File: src/rtl/dp_ram_pkg.sv
// rtl/dp_ram_pkg.sv - shared types, constants and byte-lane merge helper for dp_ram_clr
package dp_ram_pkg;

  typedef enum logic {
    RUN   = 1'b0,
    CLEAR = 1'b1
  } state_t;

  localparam int RDW_READ_FIRST  = 0;
  localparam int RDW_WRITE_FIRST = 1;

  // Widest word the merge helper handles; callers zero-extend and truncate.
  localparam int MERGE_MAX_W  = 256;
  localparam int MERGE_MAX_BE = MERGE_MAX_W / 8;

  function automatic logic [MERGE_MAX_W-1:0] merge_bytes(
    input logic [MERGE_MAX_W-1:0]  old_w,
    input logic [MERGE_MAX_W-1:0]  new_w,
    input logic [MERGE_MAX_BE-1:0] be
  );
    logic [MERGE_MAX_W-1:0] r;
    r = old_w;
    for (int i = 0; i < MERGE_MAX_BE; i++) begin
      if (be[i]) r[i*8 +: 8] = new_w[i*8 +: 8];
    end
    return r;
  endfunction

endpackage

File: src/rtl/dp_ram_clr_fsm.sv
// rtl/dp_ram_clr_fsm.sv - clear sweep controller: walks every address writing zero, then runs
module dp_ram_clr_fsm
  import dp_ram_pkg::*;
#(
  parameter int ADDR_W = 4
) (
  input  logic              clk,
  input  logic              rst,
  input  logic              clr,
  output logic              busy,
  output logic [ADDR_W-1:0] clr_addr,
  output logic              clr_we
);

  state_t            state, state_nxt;
  logic [ADDR_W-1:0] cnt, cnt_nxt;

  always_ff @(posedge clk) begin
    if (rst) begin
      state <= CLEAR;
      cnt   <= '0;
    end else begin
      state <= state_nxt;
      cnt   <= cnt_nxt;
    end
  end

  always_comb begin
    state_nxt = state;
    cnt_nxt   = cnt;
    case (state)
      CLEAR: begin
        cnt_nxt = cnt + ADDR_W'(1);
        if (cnt == '1) state_nxt = RUN;
      end
      RUN: begin
        if (clr) begin
          state_nxt = CLEAR;
          cnt_nxt   = '0;
        end
      end
      default: state_nxt = CLEAR;
    endcase
  end

  // busy is the state register itself, so it is glitch-free and registered.
  assign busy     = (state == CLEAR);
  assign clr_we   = (state == CLEAR) && !rst;
  assign clr_addr = cnt;

endmodule

File: src/rtl/dp_ram_clr.sv
// rtl/dp_ram_clr.sv - true dual-port RAM with byte enables, collision arbitration and sweep clear
module dp_ram_clr
  import dp_ram_pkg::*;
#(
  parameter int DATA_W   = 8,
  parameter int ADDR_W   = 4,
  parameter int RDW_MODE = 0
) (
  input  logic                clk,
  input  logic                rst,
  input  logic                clr,
  input  logic                en_a,
  input  logic                we_a,
  input  logic [DATA_W/8-1:0] be_a,
  input  logic [ADDR_W-1:0]   addr_a,
  input  logic [DATA_W-1:0]   wdata_a,
  output logic [DATA_W-1:0]   rdata_a,
  output logic                rvalid_a,
  input  logic                en_b,
  input  logic                we_b,
  input  logic [DATA_W/8-1:0] be_b,
  input  logic [ADDR_W-1:0]   addr_b,
  input  logic [DATA_W-1:0]   wdata_b,
  output logic [DATA_W-1:0]   rdata_b,
  output logic                rvalid_b,
  output logic                busy,
  output logic                collision
);

  localparam int DEPTH = 1 << ADDR_W;
  localparam int BE_W  = DATA_W / 8;

  logic [DATA_W-1:0] mem [DEPTH];

  logic [ADDR_W-1:0] clr_addr;
  logic              clr_we;

  dp_ram_clr_fsm #(.ADDR_W(ADDR_W)) u_fsm (
    .clk      (clk),
    .rst      (rst),
    .clr      (clr),
    .busy     (busy),
    .clr_addr (clr_addr),
    .clr_we   (clr_we)
  );

  function automatic logic [DATA_W-1:0] merge(
    input logic [DATA_W-1:0] old_w,
    input logic [DATA_W-1:0] new_w,
    input logic [BE_W-1:0]   be
  );
    return DATA_W'(merge_bytes(MERGE_MAX_W'(old_w), MERGE_MAX_W'(new_w), MERGE_MAX_BE'(be)));
  endfunction

  logic              acc_a, acc_b, wr_a, wr_b, same_addr;
  logic [DATA_W-1:0] old_a, old_b, new_a, new_b, both_word;

  always_comb begin
    acc_a     = en_a && !busy && !rst;
    acc_b     = en_b && !busy && !rst;
    wr_a      = acc_a && we_a;
    wr_b      = acc_b && we_b;
    same_addr = (addr_a == addr_b);
    old_a     = mem[addr_a];
    old_b     = mem[addr_b];
    new_a     = merge(old_a, wdata_a, be_a);
    new_b     = merge(old_b, wdata_b, be_b);
    // A is layered over B so A owns every lane both ports enable.
    both_word = merge(new_b, wdata_a, be_a);
  end

  always_ff @(posedge clk) begin
    if (clr_we) begin
      mem[clr_addr] <= '0;
    end else if (wr_a && wr_b && same_addr) begin
      mem[addr_a] <= both_word;
    end else begin
      if (wr_a) mem[addr_a] <= new_a;
      if (wr_b) mem[addr_b] <= new_b;
    end
  end

  always_ff @(posedge clk) begin
    if (rst) begin
      rdata_a   <= '0;
      rdata_b   <= '0;
      rvalid_a  <= 1'b0;
      rvalid_b  <= 1'b0;
      collision <= 1'b0;
    end else begin
      rvalid_a  <= acc_a;
      rvalid_b  <= acc_b;
      if (acc_a) rdata_a <= (RDW_MODE == RDW_WRITE_FIRST && wr_a) ? new_a : old_a;
      if (acc_b) rdata_b <= (RDW_MODE == RDW_WRITE_FIRST && wr_b) ? new_b : old_b;
      collision <= wr_a && wr_b && same_addr && (|(be_a & be_b));
    end
  end

endmodule

File: config.mk
export PLATFORM = sky130hd
export DESIGN_NAME = dp_ram_clr
export DESIGN_NICKNAME = d
export VERILOG_FILES = /design/src/rtl/dp_ram_pkg.sv /design/src/rtl/dp_ram_clr_fsm.sv /design/src/rtl/dp_ram_clr.sv
export SDC_FILE = /design/constraint.sdc
export NUM_CORES = 1
export LEC_CHECK = 0
export BUFFER_PORTS_ARGS = -buffer_cell sky130_fd_sc_hd__buf_2
export CORE_ASPECT_RATIO = 1.75
export CORE_MARGIN = 2
export CORE_UTILIZATION = 45
export DETAILED_ROUTE_END_ITERATION = 8
export MAX_ROUTING_LAYER = met4
export PLACE_DENSITY = 0.7
export REMOVE_ABC_BUFFERS = 1
export SYNTH_ARGS = -nofsm -noshare
export SYNTH_HDL_FRONTEND = slang
export SYNTH_SLANG_ARGS = --single-unit
export TNS_END_PERCENT = 30
File: constraint.sdc
create_clock -name clk -period 2.9 [get_ports clk]
set_input_delay 0.145 -clock clk [delete_from_list [all_inputs] [get_ports clk]]
set_output_delay 0.145 -clock clk [all_outputs]
set_load 0.005 [all_outputs]
# After elaboration in Yosys (flattened, before gate mapping)
# Memories as Yosys holds them, arrays and structs flattened.
# Index checks and enable logic that the tools add are counted.
[classes]
n_mux = 25
addsub = 1
eq_ne = 3
div = 0
n_lt_le_gt_ge = 0
bitwise_logic = 3
n_reduce_logical = 13
n_shift = 0
n_mul = 0
[op_table]
columns = ["operator", "n"]
rows = [
  ["two-way mux 8 bit", 5],
  ["two-way mux 1 bit", 16],
  ["logical AND 1 bit", 10],
  ["two-way mux 4 bit", 2],
  ["one-hot mux 4 bit (2 select lines)", 1],
  ["OR reduction 8 bit", 1],
  ["adder 4 x 1 -> 4 bit, second input constant", 1],
  ["== test 4 bit", 1],
  ["== test 4 bit, second input constant", 1],
  ["logical NOT 1 bit", 2],
  ["!= test 2 bit, second input constant", 1],
  ["one-hot mux 1 bit (2 select lines)", 1],
  ["bitwise AND 1 bit", 1],
  ["inverter 1 bit", 1],
  ["bitwise OR 1 bit", 1],
]
[word_totals]
mem_bits_rw = 128
out_inout_bits = 20
word_cells = 53
mem_bits_ro = 0
inputBits = 33
latch_bits = 0
mem_count = 1
register_bits = 24
[memory_table]
columns = ["name", "words", "width", "rd", "rd_clocked_by_memory_dff", "write_ports", "line", "text"]
rows = [
  ["mem", 16, 8, 2, 0, 2, "dp_ram_clr.sv:33", "logic [DATA_W-1:0] mem [DEPTH];"],
]

# Logic depth before layout (Yosys ltp)
[depth]
word_depth = 12
ltp_mapped = 10
depth_no_buf = 7

# By module
# Synthesis repeated with hierarchy kept, for this count alone.
[unflattened]
hier_cells = 813
area_unflattened_um2 = 10248.6
[by_module_without_submodules]
columns = ["module", "seq_area_each_um2", "cells_each", "area_each_um2", "instances"]
rows = [
  ["dp_ram_clr", 4224.1, 788, 10025.9, 1],
  ["dp_ram_clr_fsm", 100.1, 25, 222.7, 1],
]

# Worst setup path after synthesis
# Ideal clock, no wire load.
[synth_timing]
path_type = "register -> register"
start = "register u_fsm.state, in the netlist u_fsm.busy"
end = "memory mem[0][0] (enable)"
arrival_time_ns = 2.420
path_slack_ns = 0.096
path_buffers = 2
path_stages_with_launch = 9
setup_time_ns = 0.384
period_less_slack_ns = 2.804
required_time_ns = 2.516
cell_sequence = "dfxtp_1 or3b_4 clkinv_4 and2_1 clkbuf_2 buf_2 mux2i_1 nand2_1 o21ai_0"
[synth_rtl]
columns = ["item", "line", "text"]
rows = [
  ["start: declaration", "dp_ram_clr_fsm.sv:15", "state_t state, state_nxt;"],
  ["start signal: assignment", "dp_ram_clr_fsm.sv:23", "state <= state_nxt;"],
  ["end: declaration", "dp_ram_clr.sv:33", ""],
]

==> impl_metrics.json <==
{
  "htreeDepth": 4,
  "yosysWarnings": 0,
  "drive_gt1_share_pct": 30.4,
  "r2r-end": "mem[14][2]$_DFFE_PP_",
  "setup_slack_ns": 0.349,
  "crit_fanout": 8,
  "clock-root-buffer": "clkbuf_16",
  "relSlewSlack_pct": 22.5,
  "wl_per_cell_um": 27.0,
  "worstSkewPairLatency_ns": 0.43,
  "nFillCells": 1680,
  "synth_area_mm2": 0.00931,
  "rsz0062_at_grt": "false",
  "cts_setup_buffers": 0,
  "placed_area_mm2": 0.0102,
  "reg2regPathDepth": 8,
  "leakagePower_uw": 0.00401,
  "slew_viol_final": 0,
  "hold_viol": 0,
  "setup_violations": 0,
  "worstHoldStart": "clr",
  "ir_worst_vdd_uv": 425,
  "cp_common_cell": "buf_4",
  "vias": 7793,
  "path_buf_inv": 3,
  "coreArea_mm2": 0.0203,
  "grt_usage_pct": 29.2,
  "synth_compound_area_share_pct": 16.0,
  "tightest_slew_ns": 1.15,
  "r2r-start": "u_fsm.busy$_SDFF_PP1_",
  "synth_top_family_by_area": "multiplexers",
  "worstHoldEndpoint": "u_fsm.clr_addr[0]$_SDFFE_PP0P_",
  "syn2layout_area_growth_pct": 16.2,
  "synth_top_area_share_pct": 41.3,
  "dr.pass1.iters": 5,
  "crit_chain": "or3b_4 > clkinv_4 > and2_1 > buf_4 > nor3b_1 > a31oi_1 > o21ai_0 > buf_4",
  "max_cap_viol_count": 0,
  "synth.avg_cell_area_um2": 11.4,
  "crit_slowest_cell": "a31oi_1",
  "startpoint": "u_fsm.busy$_SDFF_PP1_",
  "routed_via_density": 6.78,
  "die_x_um": 113,
  "worst_path_largest_cell_delay_ns": 0.51,
  "crit_required_ns": 3.07,
  "tns_ns": 0,
  "yosys-top-cells-area": "edfxtp_1, mux4_2, o22ai_1, dfxtp_1, nor2_1",
  "rows": 69,
  "async_flop_share_pct": 0,
  "cts_tree": "built",
  "dp_hpwl_mm": 22.0,
  "gp_congestion": 1.02,
  "status": "completed",
  "syn_inst": 815,
  "path_delay_family": "compound AO/OA/AOI/OAI gates",
  "rrSetupSlack_ns": 0.35,
  "worstSetupPathType": "flip-flop to flip-flop",
  "synth-simple-area-share_pct": 15.5,
  "dp_slack_ns": 0.141,
  "path_depth": 8,
  "power.density_mw_per_mm2": 478,
  "synth-main-ff-cell": "edfxtp_1",
  "clk_pin_slew_worst_paths_ns": 0.06,
  "synthAdderAreaFrac_pct": 0.134,
  "min_period_over_period_pct": 88.0,
  "antenna_cells": 0,
  "hold_class": "input port to flip-flop",
  "die-area_mm2": 0.0219,
  "min_period_ns": 2.55,
  "numCtsBuffers": 17,
  "overflow": 0,
  "drtAntennaViolNets": 0,
  "holdBufCountCts": 0,
  "grt_max_degree": 26,
  "cts_max_path_buffers": 2,
  "start_util_pct": 45.9,
  "synth_edf_count": 128,
  "clock_skew_ns": 0.00895,
  "synthMuxAreaShare_pct": 16.6,
  "grt_pass1_wl_mm": 45.8,
  "fmax_mhz": 392,
  "cp-start-kind": "flip-flop",
  "cts.sinks": 152,
  "first_global_vias": 7635,
  "numPortBuffers": 52,
  "final_nets": 922,
  "postLayoutCellArea_mm2": 0.0108,
  "antenna_found_initial": 0,
  "ys_seq_elements": 152,
  "route.detailed.drc": 0,
  "synth_cell_types": 48,
  "io_pins": 53,
  "cp.arrival_ns": 2.72,
  "critPathCaptureType": "flip-flop",
  "die_height_um": 194,
  "first_iter_violations": 1049,
  "yosys.area.top_type": "edfxtp_1",
  "drt-total-wl_mm": 31.0,
  "synth_xor_area_share_pct": 0.376,
  "layout_commonest_cell": "edfxtp_1",
  "min_path_cells": 4,
  "final_cell_mix": "edfxtp_1, nor2_1, o22ai_1, buf_4, mux4_2",
  "synth.yosys.seq_area_share_pct": 46.5
}
[cells in the mapped netlist, drive strengths merged, types with 2 or more instances]
library cell    n
nor2b          15
a32oi           7
mux4           62
dfxtp          24
nor3            9
nand4          18
buf            57
mux2i          15
a311oi          2
clkbuf         29
xnor2           4
a31oi           2
nor4           17
o21ai          26
a22oi          44
and2            5
a21oi           7
nand2b         16
a21o            8
nand2          52
nor2          124
o22ai         114
nor3b          11
nand3           4
edfxtp        128
inv             3
or2             4
[cell families (layout without fill, tap and decap cells)]
| kind of cell | after synthesis | after routing |
|---|---|---|
| mux | 77 | 77 |
| fa+ha+maj | 1 | 1 |
| xor+xnor | 4 | 4 |
| buf+inv | 90 | 176 |
| compound gates | 213 | 213 |
| flops | 152 | 152 |
| simple gates | 278 | 278 |
[tightest hold or removal path, stage by stage]
cell and delay, ns:
buf_2 0.10, nor2_1 0.04, mux2i_1 0.12, nor2_1 0.05
[sequential cells by signal, summed over array words and instances (netlist names)]
register        cells
rvalid_a            1
u_fsm.busy          1
rdata_b             8
collision           1
u_fsm.clr_addr      4
rvalid_b            1
rdata_a             8
mem               128
[what timing repair did]
item                       in CTS  in global routing
gates resized for setup         0                  1
setup endpoints to repair       0                  8
hold endpoints to repair        0                  0
[stage by stage]
stage / std cells / power (µW) / hold slack, ns / utilization [%]
2_1_floorplan: 729 / 2650 / 0.217 / -
3_3_place_gp: 1117 / 2890 / 0.461 / 50.4
3_5_place_dp: 1117 / 2900 / 0.458 / 50.4
4_1_cts: 1149 / 5160 / 0.0686 / 53.3
5_1_grt: 1149 / 5280 / 0.105 / 53.3
6_report: 1149 / 5170 / 0.0776 / 53.3
[final cells by class]
class,count,area [µm²],area share (%)
flip-flops and latches,152,4320,40.0
inverters,4,20.0,0.185
well taps,248,310,2.87
repair buffers,140,971,8.97
clock inverters,11,154,1.42
multi-input cells,573,4600,42.5
clock buffers,21,440,4.07
[power by group]
group | total (µW) | switching [µW] | leakage [µW] | internal [µW]
logic | 492 | 304 | 0.00217 | 188
clock network | 2300 | 875 | 0.000289 | 1430
registers | 2380 | 16.0 | 0.00156 | 2360
total | 5170 | 1200 | 0.00401 | 3980
[metal layers]
metal	vias up	part of all wire, %	track usage [%]
li1	3365	-	-
met1	3729	31	30.2
met2	540	52	49.9
met3	159	8.0	3.81
met4	0	8.7	21.9
met5	-	0	-
[worst max-delay path by stage]
stage                     slack (ns)              endpoint
after CTS                       0.08  mem[12][5]$_DFFE_PP_
after floorplan                -0.59  mem[14][7]$_DFFE_PP_
after global routing            0.26  mem[12][5]$_DFFE_PP_
after global placement          0.23  mem[12][1]$_DFFE_PP_
after detailed placement        0.14  mem[12][4]$_DFFE_PP_
final                           0.35  mem[14][2]$_DFFE_PP_
Power figures use the tool's default switching activity.
